$ cat src/rtl/fft_unload.sv
// Streams the N FFT result words out of the sample RAM in natural frequency order.
// A 2-deep skid FIFO absorbs the one-cycle RAM read latency so downstream backpressure never loses a word.
module fft_unload #(
    parameter int N_POINTS    = 32,
    parameter int ADDR_W      = 5,
    parameter int DATA_W      = 32,
    parameter int BIT_REVERSE = 1
) (
    input  logic              i_clk,
    input  logic              i_n_rst,
    input  logic              i_unload_start,
    input  logic              i_unload_abort,
    output logic              o_ram_rd_en,
    output logic [ADDR_W-1:0] o_ram_rd_addr,
    input  logic [DATA_W-1:0] i_ram_rd_data,
    output logic              o_out_valid,
    input  logic              i_out_ready,
    output logic [DATA_W-1:0] o_out_data,
    output logic [ADDR_W-1:0] o_out_index,
    output logic              o_out_last,
    output logic              o_unload_busy,
    output logic              o_unload_done
);

    // state | meaning
    // IDLE  | waiting for unload_start
    // RUN   | issuing reads and streaming samples
    // DONE  | last sample accepted, unload_done pulses for one cycle
    localparam logic [1:0] S_IDLE = 2'd0;
    localparam logic [1:0] S_RUN  = 2'd1;
    localparam logic [1:0] S_DONE = 2'd2;

    localparam logic [ADDR_W:0]   RD_LIMIT = (ADDR_W+1)'(N_POINTS);
    localparam logic [ADDR_W-1:0] LAST_IDX = ADDR_W'(N_POINTS-1);

    function automatic logic [ADDR_W-1:0] f_bitrev(input logic [ADDR_W-1:0] a);
        logic [ADDR_W-1:0] r;
        for (int i = 0; i < ADDR_W; i++) r[i] = a[ADDR_W-1-i];
        return r;
    endfunction

    logic [1:0]        r_state;
    logic [ADDR_W:0]   r_rd_cnt;
    logic              r_inflight;
    logic [ADDR_W-1:0] r_cap_idx;
    logic [DATA_W-1:0] r_fifo_data [2];
    logic [ADDR_W-1:0] r_fifo_idx  [2];
    logic              r_wr_ptr;
    logic              r_rd_ptr;
    logic [1:0]        r_count;

    logic              w_valid;
    logic              w_pop;
    logic              w_push;
    logic [2:0]        w_occ;
    logic              w_rd_en;
    logic [ADDR_W-1:0] w_rd_idx;
    logic [ADDR_W-1:0] w_head_idx;
    logic [1:0]        w_count_nxt;

    assign w_valid    = (r_count != 2'd0);
    assign w_pop      = w_valid & i_out_ready & ~i_unload_abort;
    assign w_push     = r_inflight & ~i_unload_abort;
    assign w_head_idx = r_fifo_idx[r_rd_ptr];
    assign w_rd_idx   = r_rd_cnt[ADDR_W-1:0];

    // Occupancy counts words already requested so the FIFO can never overflow.
    assign w_occ   = {1'b0, r_count} + {2'b00, r_inflight} - {2'b00, w_pop};
    assign w_rd_en = (r_state == S_RUN) && !i_unload_abort
                     && (r_rd_cnt < RD_LIMIT) && (w_occ < 3'd2);

    always_comb begin
        w_count_nxt = r_count;
        if (w_push && !w_pop)
            w_count_nxt = r_count + 2'd1;
        else if (!w_push && w_pop)
            w_count_nxt = r_count - 2'd1;
    end

    assign o_ram_rd_en   = w_rd_en;
    assign o_ram_rd_addr = !w_rd_en ? '0 :
                           (BIT_REVERSE != 0) ? f_bitrev(w_rd_idx) : w_rd_idx;
    assign o_out_valid   = w_valid;
    assign o_out_data    = w_valid ? r_fifo_data[r_rd_ptr] : '0;
    assign o_out_index   = w_valid ? w_head_idx : '0;
    assign o_out_last    = w_valid && (w_head_idx == LAST_IDX);
    assign o_unload_busy = (r_state != S_IDLE);
    assign o_unload_done = (r_state == S_DONE);

    always_ff @(posedge i_clk or negedge i_n_rst) begin
        if (!i_n_rst) begin
            r_state    <= S_IDLE;
            r_rd_cnt   <= '0;
            r_inflight <= 1'b0;
            r_cap_idx  <= '0;
        end else begin
            r_inflight <= w_rd_en;
            if (i_unload_abort) begin
                r_state <= S_IDLE;
            end else begin
                case (r_state)
                    S_IDLE: if (i_unload_start) r_state <= S_RUN;
                    S_RUN:  if (w_pop && (w_head_idx == LAST_IDX)) r_state <= S_DONE;
                    S_DONE: r_state <= S_IDLE;
                    default: r_state <= S_IDLE;
                endcase
            end
            if (r_state != S_RUN || i_unload_abort) begin
                r_rd_cnt  <= '0;
                r_cap_idx <= '0;
            end else begin
                if (w_rd_en) r_rd_cnt  <= r_rd_cnt + (ADDR_W+1)'(1);
                if (w_push)  r_cap_idx <= r_cap_idx + ADDR_W'(1);
            end
        end
    end

    always_ff @(posedge i_clk or negedge i_n_rst) begin
        if (!i_n_rst) begin
            r_fifo_data[0] <= '0;
            r_fifo_data[1] <= '0;
            r_fifo_idx[0]  <= '0;
            r_fifo_idx[1]  <= '0;
            r_wr_ptr       <= 1'b0;
            r_rd_ptr       <= 1'b0;
            r_count        <= 2'd0;
        end else if (i_unload_abort) begin
            r_wr_ptr <= 1'b0;
            r_rd_ptr <= 1'b0;
            r_count  <= 2'd0;
        end else begin
            if (w_push) begin
                r_fifo_data[r_wr_ptr] <= i_ram_rd_data;
                r_fifo_idx[r_wr_ptr]  <= r_cap_idx;
                r_wr_ptr              <= ~r_wr_ptr;
            end
            if (w_pop) r_rd_ptr <= ~r_rd_ptr;
            r_count <= w_count_nxt;
        end
    end

endmodule

$ cat config.mk
export PLATFORM = sky130hd
export DESIGN_NAME = fft_unload
export DESIGN_NICKNAME = d
export VERILOG_FILES = /design/src/rtl/fft_unload.sv
export SDC_FILE = /design/constraint.sdc
export NUM_CORES = 1
export LEC_CHECK = 0
export CORE_MARGIN = 4
export CORE_UTILIZATION = 25
export CTS_CLUSTER_SIZE = 16
export DETAILED_ROUTE_END_ITERATION = 10
export PLACE_DENSITY = 0.51
export SLEW_MARGIN = 20
export SYNTH_ARGS = -nofsm -noshare
export SYNTH_HDL_FRONTEND = slang
export SYNTH_SLANG_ARGS = --single-unit
$ cat constraint.sdc
create_clock -name i_clk -period 3.4 [get_ports i_clk]
set_input_delay 0.34 -clock i_clk [delete_from_list [all_inputs] [get_ports i_clk]]
set_output_delay 0.34 -clock i_clk [all_outputs]
set_load 0.02 [all_outputs]
* Word-level counts from Yosys, hierarchy flattened
Index checks and enable logic that the tools add are counted.
** Word-level totals
- Register bits :: 92
- Latch bits :: 0
- Memory bits (writable) :: 0
- Bits in read-only memories :: 0
- Input bits :: 37
- Output and inout bits :: 47
- Logic and storage cells :: 88
- Memories kept :: 0
** Cells by class
- $add $sub $neg :: 6
- Multipliers :: 0
- Divide/modulo/power cells :: 0
- Order comparisons :: 5
- Equality and inequality tests :: 6
- Shift-type cells :: 0
- Muxes and demuxes :: 30
- Bitwise gates (word level) :: 8
- Reductions and logical operators :: 22
** Operator list (number)
- $mux 32 :: 5
- $bwmux 64 :: 1
- $mux 5 :: 8
- $demux 32 s1 :: 1
- $mux 2 :: 6
- $mux 6 :: 2
- $reduce_bool 2->1 :: 6
- $bwmux 10 :: 1
- $logic_and 1x1->1 :: 8
- $add 6x1->6 const B :: 1
- $lt 6x6->1 const B :: 1
- $add 5x1->5 const B :: 1
- $demux 5 s1 :: 1
- $eq 5x5->1 const B :: 1
- $ge 2x2->1 const B :: 2
- $mux 1 :: 4
- $not 1->2 :: 2
- $pmux 2 s2 :: 1
- $reduce_and 2->1 :: 2
- $add 2x1->3 :: 1
- $and 1x1->1 :: 3
- $logic_not 1->1 :: 3
- $lt 3x2->1 const B :: 1
- $ne 3x2->1 const B :: 1
- 12 further kinds :: 14

* Longest topological paths before layout
Gate-level depths: netlist (run 1).
- Word-level depth :: 9
- Gate-level depth with buffers :: 8
- Depth with buffers taken out :: 8

* Worst setup path after synthesis (run 1)
No wires, ideal clock.
- Path kind :: register to output
- Start point :: register r_count[1]
- End point :: output port o_ram_rd_addr[0]
- Arrival time :: 2.450 ns
- Required time :: 3.060 ns
- Setup slack :: 0.610 ns
- Cell stages (with the launch flop) :: 9
- Path buffers :: 0
- Cell sequence :: dfrtp_1 > nor2b_1 > nor2b_1 > o21ai_0 > fa_1 > xor2_1 > nor3b_2 > nor2b_2 > and2_1
** Between the ends
- Longest elaborated chain between the ends :: 7
- Elaborated cells on any way between the ends :: 8
- Classes of those cells :: add/sub (2); order compare (1); mux (1); bitwise (2); reduce/logical (2)
** RTL lines
- from (decl) :: RTL line 50 : logic [1:0] r_count;
- from (signal assigned) :: RTL line 138 : r_count <= w_count_nxt;
- $reduce_bool 2->1 :: RTL line 61 : assign w_valid = (r_count != 2'd0);
- $and 1x1->1 (2 in series) :: RTL line 62 : assign w_pop = w_valid & i_out_ready & ~i_unload_abort;
- $sub 3x1->3 (*) :: RTL line 68 : assign w_occ = {1'b0, r_count} + {2'b00, r_inflight} - {2'b00, w_pop};
- $lt 3x2->1 (*) :: RTL line 70 : && (r_rd_cnt < RD_LIMIT) && (w_occ < 3'd2);
- $logic_and 1x1->1 (*) :: RTL line 70
- net o_ram_rd_en :: RTL line 13 : output logic o_ram_rd_en,
- $mux 5 (*) :: RTL line 81 : assign o_ram_rd_addr = !w_rd_en ? '0 :
- to (decl) :: RTL line 14 : output logic [ADDR_W-1:0] o_ram_rd_addr,
The timed path passes the listed nets; every way through them passes the cells marked *.

* Worst setup path in the final report (run 1)
- Start point :: register r_count[0]
- End point :: output port o_ram_rd_addr[2]
** Between the ends
- Longest elaborated chain between the ends :: 7
- Elaborated cells on any way between the ends :: 8
- Classes of those cells :: add/sub (2); order compare (1); mux (1); bitwise (2); reduce/logical (2)
** RTL lines (RTL line)
- $reduce_bool 2->1 :: 61
- $and 1x1->1 (2 in series) :: 62
- $sub 3x1->3 (*) :: 68
- $lt 3x2->1 (*) :: 70
- $logic_and 1x1->1 (*) :: 70
- $mux 5 (*) :: 81
Mark *: on every way between the ends. The rest lies on a longest branch, timed or not.

==> results of run 1 <==
## metrics by stage
stage,utilization [%],TNS [ns],power [uW],setup slack [ns]
after floorplan,-,0,1770,0.610
after global placement,31.8,0,1940,0.0599
after detailed placement,31.8,-0.0677,1960,-0.0257
after CTS,33.5,0,2990,0.0534
after global routing,33.5,0,3100,0.00948
final,33.5,0,2930,0.278
## worst max-delay path, cell delays in order (launching register included)
cell and delay (ns):
sky130_fd_sc_hd__dfrtp_1 0.46, sky130_fd_sc_hd__nor2b_1 0.18, sky130_fd_sc_hd__nor2b_1 0.18, sky130_fd_sc_hd__o21ai_0 0.12, sky130_fd_sc_hd__fa_1 0.40, sky130_fd_sc_hd__xor2_1 0.18
sky130_fd_sc_hd__nor3b_2 0.21, sky130_fd_sc_hd__nor2b_4 0.24, sky130_fd_sc_hd__and2_1 0.15, sky130_fd_sc_hd__dlygate4sd2_1 0.33
## layout make-up
type	count	area share, %
clock buffers	11	4.17
flip-flops and latches	92	39.6
inverters	2	0.129
well taps	225	4.84
clock inverters	4	0.861
repair buffers	98	16.1
multi-input cells	222	34.3
## final timing paths
kind | startpoint | endpoint | slack [ns]
worst max-delay path | r_count[0]$_DFFE_PN0P_ | o_ram_rd_addr[2] | 0.28
worst min-delay path | i_n_rst | r_fifo_data[25]$_DFFE_PN0P_ | 0.05
worst max register to register | r_count[0]$_DFFE_PN0P_ | r_rd_cnt[3]$_DFFE_PN0P_ | 1.03
worst min register to register | r_fifo_data[25]$_DFFE_PN0P_ | r_fifo_data[25]$_DFFE_PN0P_ | 0.50
max in group asynchronous | i_n_rst | r_fifo_data[4]$_DFFE_PN0P_ | 2.59
min in group i_clk | r_fifo_data[25]$_DFFE_PN0P_ | r_fifo_data[25]$_DFFE_PN0P_ | 0.50
## power breakdown
group	switching, uW	internal (uW)	total, uW	leakage, uW
registers	107	1290	1400	0.00119
logic	194	340	534	0.00119
clock network	414	585	998	0.000138
## per-layer routing
layer	track usage, %	vias to the layer above	part of all wire (%)
li1	-	1326	-
met1	14.1	1447	48
met2	16.4	50	47
met3	2.29	12	3.6
met4	4.55	0	1.9
met5	0	-	0
## Yosys cell counts, types with 3 or more instances
cell type and number:
sky130_fd_sc_hd__dfrtp_1 92, sky130_fd_sc_hd__nor2_1 53, sky130_fd_sc_hd__mux2_2 44, sky130_fd_sc_hd__mux2i_1 39, sky130_fd_sc_hd__mux2_4 30, sky130_fd_sc_hd__and2_1 6, sky130_fd_sc_hd__xnor2_1 6, sky130_fd_sc_hd__xor2_1 6
sky130_fd_sc_hd__nor2b_1 4, sky130_fd_sc_hd__buf_12 3, sky130_fd_sc_hd__clkbuf_1 3, sky130_fd_sc_hd__clkbuf_8 3, sky130_fd_sc_hd__nand4_1 3, sky130_fd_sc_hd__o21ai_0 3
## logic make-up after synthesis
kind of cell    count (synthesis)  synth area share (%)
xor+xnor                       12                  2.36
flops                          92                  51.7
fa+ha+maj                       3                  1.01
compound gates                  9                  1.26
mux                           113                  30.0
simple gates                   85                  9.80
buf+inv                        19                  3.93
## repair_timing
item,in CTS,in global routing
endpoints found under the hold margin,0,0
resized for setup,6,2
setup endpoints to repair,6,2
## registers in the layout (all words and copies together), names as in the netlist
register     cells
r_cap_idx        5
r_count          2
r_fifo_data     64
r_fifo_idx      10
r_inflight       1
r_rd_cnt         6
r_rd_ptr         1
r_state          2
r_wr_ptr         1
==> Flow_metrics.wiki, run 1 <==
{| class="wikitable"
! Metric !! Value
|-
| Mean area per synthesized cell || approximately 13 um^2
|-
| First-iteration detailed-routing DRC count || 128
|-
| Post-placement cell area || 0.00552 mm^2
|-
| Number of cells in the finished layout apart from fillers || 654
|-
| Critical-path maximum fanout || 7
|-
| Post-route antenna net violation count || 0
|-
| Normalized max-slew margin || between 50% and 60%
|-
| Kind of start point of the critical path || register
|-
| Final setup violation count || 0
|-
| Main area contributors after synthesis || sky130_fd_sc_hd__dfrtp_1, sky130_fd_sc_hd__mux2_2, sky130_fd_sc_hd__mux2_4
|-
| Share of Yosys cell area claimed by the top area cell type || 51.7%
|-
| Num CTS Buffers || 9
|-
| Distinct cell type count after synthesis || 40
|-
| Commonest non-fill, non-tap cells in the layout || sky130_fd_sc_hd__dfrtp_1, sky130_fd_sc_hd__clkdlybuf4s50_1, sky130_fd_sc_hd__nor2_1
|-
| RSZ-0062 raised after global routing || no
|-
| Final min period || ~3.1 ns
|-
| Count of boundary I/O pins || 84
|-
| Global-route wire length before repair || 16,700 um
|-
| CTS max path bufs || 2
|-
| Antenna violations before repair || 0
|-
| Via-per-instance ratio || 4.33
|-
| Number of warnings issued by yosys || 0
|-
| Via total after detailed routing || ~2,800
|-
| Routed wire length || roughly 9900 um
|-
| Power Density || 504 mW/mm^2
|-
| Commonest non-fill, non-tap cell in the layout || sky130_fd_sc_hd__dfrtp_1
|-
| Count of unresolved DRC violations after routing || 0
|-
| H-tree Lvls || 3
|-
| Detailed-routing iteration count for the pre-antenna-repair pass || 4
|-
| Static leakage power || 0.00252 uW
|-
| Number of max-capacitance violations reported || 0
|-
| Tightest Pin Transition || 0.684 ns
|-
| Layout cell share with drive strength beyond 1 || 26.6%
|-
| Arrival @ worst endpoint || 2.78 ns
|-
| Clock Skew || roughly 0.0096 ns
|-
| Filler cell count || 1,730
|-
| Layout Nets || about 470
|-
| Worst Setup End Kind || primary output
|-
| Number of synthesized flops with an enable pin || 0
|-
| Min Hold Slack || 0.0467 ns
|-
| Ys async rst share || 100%
|-
| Synthesized cell area || 0.00446 mm^2
|-
| Final cycle utilization of the critical path || just over 90%
|-
| Worst min path class || primary input to asynchronous set/reset pin
|-
| Worst-Skew Late Latency || 0.34 ns
|-
| Number of buffers added on ports || slightly above 80
|-
| Routability congestion estimate from global placement || approximately 0.71
|-
| Number of core rows || 48
|-
| Synth-to-layout area growth || 30.5%
|-
| Syn Nets || 373
|-
| CTS sink count || 92
|-
| Mapped Cells || 333
|-
| Fmax || ~0.32 GHz
|-
| GRT Residual Overflow || 0
|-
| Number of cells on the worst reg-to-reg path || 9
|-
| Pin count of the biggest net entering global routing || 54
|-
| CP Data Required Time || 3.06 ns
|-
| Share of synthesized area occupied by flip-flops and latches || 51.7%
|-
| Footprint of the multi-input gates || roughly 0.002 mm^2
|-
| Cell type with the highest aggregate area in the netlist || sky130_fd_sc_hd__dfrtp_1
|-
| Die ar. || about 0.020 mm^2
|-
| Floorplan die width || 142 um
|-
| Total of flip-flops plus latches after synthesis || 92
|-
| Overall fraction of global-route tracks in use || approximately a tenth
|-
| Detailed placement HPWL || 6660 um
|-
| Core Area || 0.0174 mm^2
|-
| TritonCTS clock tree || built
|-
| Final non-filler cell area || 0.00582 mm^2
|-
| Number of global-route vias before repair || approximately 3,100
|-
| Postcts setup bufs || 0
|-
| Combined flip-flop and latch cell area || around 0.0023 mm^2
|-
| Category of the most critical setup path || register to primary output
|-
| Vertical die dimension || 142 um
|-
| Number of failing hold endpoints at the final stage || 0
|-
| Hold-fix buffers, CTS || 0
|-
| Final number of max-transition violations || 0
|-
| Result of the run || finished, final reports clean
|-
| Antenna cells || 0
|-
| Leading register cell type out of synthesis || sky130_fd_sc_hd__dfrtp_1
|-
| Post-detailed-route wirelength per cell || ~15 um
|-
| Maximum vdd drop || ~0.23 mV
|-
| Post-placement cell count || approximately 640
|-
| Clock root buffer master || sky130_fd_sc_hd__clkbuf_16
|-
| Initial Util || 25.7%
|-
| Clock slew at reported path FFs || 0.07 ns
|}
Note: power is estimated with default switching activity, not from simulation.
==> run 2: changes to the inputs <==
--- a/config.mk
+++ b/config.mk
@@ -5,6 +5,7 @@
 export SDC_FILE = /design/constraint.sdc
 export NUM_CORES = 1
 export LEC_CHECK = 0
+export ABC_AREA = 1
 export CORE_MARGIN = 4
 export CORE_UTILIZATION = 25
 export CTS_CLUSTER_SIZE = 16
==> run 2 against run 1 <==
Compared with the run above: count of clock-buffer cells in the layout is 1 lower; sequential power is 7% higher; non-clock buffer count is 2 lower; sequential share of layout area is 0.88 points lower; synthesized cell count is 64% higher; global-route usage is 1.1 points higher; die area is 3.6% higher; routed wire length is 14% higher; critical endpoint is now o_ram_rd_addr[0]; critical path depth is 2 higher; fmax is 1.7% lower.
==> Flow_metrics.wiki, run 2 <==
{| class="wikitable"
! Metric !! Value
|-
| Initial Util || 25.6% (was 25.7%)
|-
| Vertical die dimension || 144 um (was 142 um)
|-
| Global-route wire length before repair || 19,100 um (was 16,700 um)
|-
| Commonest non-fill, non-tap cells in the layout || sky130_fd_sc_hd__nand2_1, sky130_fd_sc_hd__dfrtp_1, sky130_fd_sc_hd__clkdlybuf4s50_1 (was sky130_fd_sc_hd__dfrtp_1, sky130_fd_sc_hd__clkdlybuf4s50_1, sky130_fd_sc_hd__nor2_1)
|-
| Normalized max-slew margin || 46.0% (was 54.4%)
|-
| Total design power || 3500 uW (was 2930 uW)
|-
| Overall fraction of global-route tracks in use || 11.6% (was 10.5%)
|-
| Final cycle utilization of the critical path || 93.4% (was 91.8%)
|-
| CP Data Required Time || 3.06 ns (about the same)
|-
| Number of cells on the worst reg-to-reg path || 11 (was 9)
|-
| Count of unresolved DRC violations after routing || 0 (unchanged)
|-
| Top register by number of flip-flops || r_fifo_data (unchanged)
|-
| Mapped Cells || 545 (was 333)
|-
| Most numerous cell types in the synthesized netlist || sky130_fd_sc_hd__nand2_1, sky130_fd_sc_hd__dfrtp_1, sky130_fd_sc_hd__o21ai_2 (was sky130_fd_sc_hd__dfrtp_1, sky130_fd_sc_hd__nor2_1, sky130_fd_sc_hd__mux2_2)
|-
| Top-count cell post-synth || sky130_fd_sc_hd__nand2_1 (was sky130_fd_sc_hd__dfrtp_1)
|-
| Leading register cell type out of synthesis || sky130_fd_sc_hd__dfrtp_1 (unchanged)
|-
| Post-detailed-route wirelength per cell || 13.2 um (was 15.2 um)
|-
| Total net switching power || 1120 uW (was 715 uW)
|-
| Category of the most critical setup path || register to primary output (unchanged)
|-
| Max FFs per register || 64 (unchanged)
|-
| Tightest Pin Transition || 0.809 ns (was 0.684 ns)
|-
| Routability congestion estimate from global placement || 0.772 (was 0.709)
|-
| Number of warnings issued by yosys || 0 (unchanged)
|-
| Cell type with the highest aggregate area in the netlist || sky130_fd_sc_hd__dfrtp_1 (unchanged)
|-
| CTS max path bufs || 2 (unchanged)
|-
| Clock slew at reported path FFs || 0.07 ns (about the same)
|-
| Kind of start point of the critical path || register (unchanged)
|-
| Result of the run || finished, final reports clean (unchanged)
|-
| Syn Nets || 585 (was 373)
|-
| Via total after detailed routing || 3,777 (was 2,835)
|-
| Number of core rows || 49 (was 48)
|-
| Part of the total power dissipated in combinational logic || 27.9% (was 18.2%)
|-
| Mean area per synthesized cell || 8.49 um^2 (was 13.4 um^2)
|-
| Setup Slack @ Placement || 0.107 ns (was -0.0257 ns)
|-
| Die ar. || 0.0208 mm^2 (was 0.0200 mm^2)
|-
| Commonest non-fill, non-tap cell in the layout || sky130_fd_sc_hd__nand2_1 (was sky130_fd_sc_hd__dfrtp_1)
|-
| Number of synthesized flops with an enable pin || 0 (unchanged)
|-
| Layout Nets || 664 (was 465)
|-
| Pin count of the biggest net entering global routing || 80 (was 54)
|-
| Main area contributors after synthesis || sky130_fd_sc_hd__dfrtp_1, sky130_fd_sc_hd__nand2_1, sky130_fd_sc_hd__o21ai_2 (was sky130_fd_sc_hd__dfrtp_1, sky130_fd_sc_hd__mux2_2, sky130_fd_sc_hd__mux2_4)
|-
| Number of failing hold endpoints at the final stage || 0 (unchanged)
|-
| Reg-to-reg critical path endpoint || r_rd_cnt[3]$_DFFE_PN0P_ (unchanged)
|-
| Count of boundary I/O pins || 84 (unchanged)
|-
| Power Density || 588 mW/mm^2 (was 504 mW/mm^2)
|-
| TritonCTS clock tree || built (unchanged)
|-
| Maximum vdd drop || 0.217 mV (was 0.225 mV)
|-
| Clock Skew || 0.00921 ns (was 0.00956 ns)
|-
| RSZ-0062 raised after global routing || no (unchanged)
|-
| Detailed-routing iteration count for the pre-antenna-repair pass || 5 (was 4)
|-
| Clock root buffer master || sky130_fd_sc_hd__clkbuf_16 (unchanged)
|-
| Static leakage power || 0.00274 uW (was 0.00252 uW)
|-
| Worst Setup End Kind || primary output (unchanged)
|-
| Number of max-capacitance violations reported || 0 (unchanged)
|-
| Number of global-route vias before repair || 3,868 (was 3,102)
|-
| Synth-to-layout area growth || 28.5% (was 30.5%)
|-
| Arrival @ worst endpoint || 2.84 ns (was 2.78 ns)
|-
| Layout cell share with drive strength beyond 1 || 16.9% (was 26.6%)
|-
| Total of flip-flops plus latches after synthesis || 92 (unchanged)
|-
| Final number of max-transition violations || 0 (unchanged)
|-
| Core Area || 0.0181 mm^2 (was 0.0174 mm^2)
|-
| Antenna cells || 0 (unchanged)
|-
| Final min period || 3.18 ns (was 3.12 ns)
|-
| Final setup violation count || 0 (unchanged)
|-
| Num CTS Buffers || 9 (unchanged)
|-
| Distinct cell type count after synthesis || 26 (was 40)
|-
| GRT Residual Overflow || 0 (unchanged)
|-
| Share of Yosys cell area claimed by the top area cell type || 49.7% (was 51.7%)
|-
| Detailed placement HPWL || 7470 um (was 6660 um)
|-
| Registers with the most flip-flops || r_fifo_data (64), r_fifo_idx (10), r_rd_cnt (6) (unchanged)
|-
| Synthesized cell area || 0.00463 mm^2 (was 0.00446 mm^2)
|-
| Ys async rst share || 100% (unchanged)
|-
| H-tree Lvls || 3 (unchanged)
|-
| Worst min path class || primary input to asynchronous set/reset pin (unchanged)
|-
| Share of synthesized area occupied by flip-flops and latches || 49.7% (was 51.7%)
|-
| Fmax || 0.315 GHz (was 0.320 GHz)
|-
| Smallest setup slack after layout || 0.224 ns (was 0.278 ns)
|-
| Register-to-Register Setup Slack || 1.07 ns (was 1.03 ns)
|-
| Worst-Skew Late Latency || 0.34 ns (about the same)
|-
| Number of buffers added on ports || 83 (unchanged)
|-
| Sw Share || 32.1% (was 24.4%)
|-
| First-iteration detailed-routing DRC count || 212 (was 128)
|-
| Startpoint of the lowest-slack register-to-register path || r_count[1]$_DFFE_PN0P_ (was r_count[0]$_DFFE_PN0P_)
|-
| Internal power || 2370 uW (was 2210 uW)
|-
| Aggregate negative setup slack || 0 ns (unchanged)
|-
| Postcts setup bufs || 0 (unchanged)
|-
| Antenna violations before repair || 0 (unchanged)
|-
| Via-per-instance ratio || 4.41 (was 4.33)
|-
| Clock power share || 29.2% (was 34.1%)
|-
| Routed wire length || 11,300 um (was 9940 um)
|-
| Floorplan die width || 144 um (was 142 um)
|-
| CTS sink count || 92 (unchanged)
|-
| Critical-path maximum fanout || 6 (was 7)
|-
| Post-route antenna net violation count || 0 (unchanged)
|-
| Power share of the sequential group || 42.9% (was 47.7%)
|}
[run 2: critical path: stages, from the launching register on]
cell	delay, ns
sky130_fd_sc_hd__dfrtp_1	0.43
sky130_fd_sc_hd__inv_1	0.08
sky130_fd_sc_hd__nand2_1	0.17
sky130_fd_sc_hd__nand3_1	0.16
sky130_fd_sc_hd__nor2_1	0.15
sky130_fd_sc_hd__o21ai_0	0.13
sky130_fd_sc_hd__fa_1	0.52
sky130_fd_sc_hd__nand4_1	0.17
sky130_fd_sc_hd__nor2_4	0.18
sky130_fd_sc_hd__inv_2	0.07
sky130_fd_sc_hd__nor2_1	0.08
sky130_fd_sc_hd__dlygate4sd2_1	0.34
[run 2: repair_timing]
item | in CTS | in global routing
endpoints found under the setup margin | 5 | 5
gates resized for setup | 5 | 5
hold endpoints to repair | 0 | 0
hold buffers | 0 | 0
gates cloned | 0 | 0
[run 2: metrics by stage]
stage | cell area (um^2) | std cells | utilization (%) | hold WS [ns]
after floorplan | 4630 | 545 | - | 0.0444
after global placement | 5650 | 842 | 31.2 | 0.461
after detailed placement | 5650 | 842 | 31.2 | 0.465
after CTS | 5940 | 857 | 32.9 | 0.221
after global routing | 5950 | 857 | 32.9 | 0.111
final | 5950 | 857 | 32.9 | 0.0471
[run 2: cell families after synthesis]
logic type,share of synthesized area (%)
AO/OA/AOI/OAI,18.5
XOR/XNOR,0.568
adder cells (fa/ha/maj),0.973
buffers and inverters,9.84
flip-flops,49.7
AND/OR/NAND/NOR,20.4
[run 2: area by class of cell]
type                            count  area, um^2
Fill cell                        1858       12100
Clock buffer                       10         239
Sequential cell                    92        2300
Multi-Input combinational cell    362        1880
Clock inverter                      5        62.6
Inverter                           63         239
Timing Repair Buffer               96         937
Tap cell                          229         287
[run 2: power by group through the flow]
stage	Clock, uW	Combinational, uW	Sequential, uW
6_report	1020	974	1500
4_1_cts	1060	997	1500
3_3_place_gp	0	971	1510
5_1_grt	1110	1090	1540
2_1_floorplan	0	670	1480
3_5_place_dp	0	993	1520
[run 2: worst max path at each step]
stage | startpoint | to | slack (ns) | depth (start not counted)
after global placement | i_out_ready | o_ram_rd_addr[0] | 0.19 | 10
after detailed placement | i_out_ready | o_ram_rd_addr[0] | 0.11 | 10
after CTS | r_count[1]$_DFFE_PN0P_ | o_ram_rd_en | 0.05 | 9
after floorplan | r_count[1]$_DFFE_PN0P_ | o_ram_rd_addr[0] | 0.64 | 10
final | r_count[1]$_DFFE_PN0P_ | o_ram_rd_addr[0] | 0.22 | 11
after global routing | r_count[1]$_DFFE_PN0P_ | o_ram_rd_addr[0] | 0.0005 | 11
[run 2: routing by layer]
metal / up-vias / global-route usage, % / part of all wire, %
li1: 1884 / - / -
met1: 1803 / 15.0 / 47
met2: 75 / 18.9 / 47
met3: 15 / 2.38 / 3.8
met4: 0 / 4.86 / 1.9
met5: - / 0 / 0
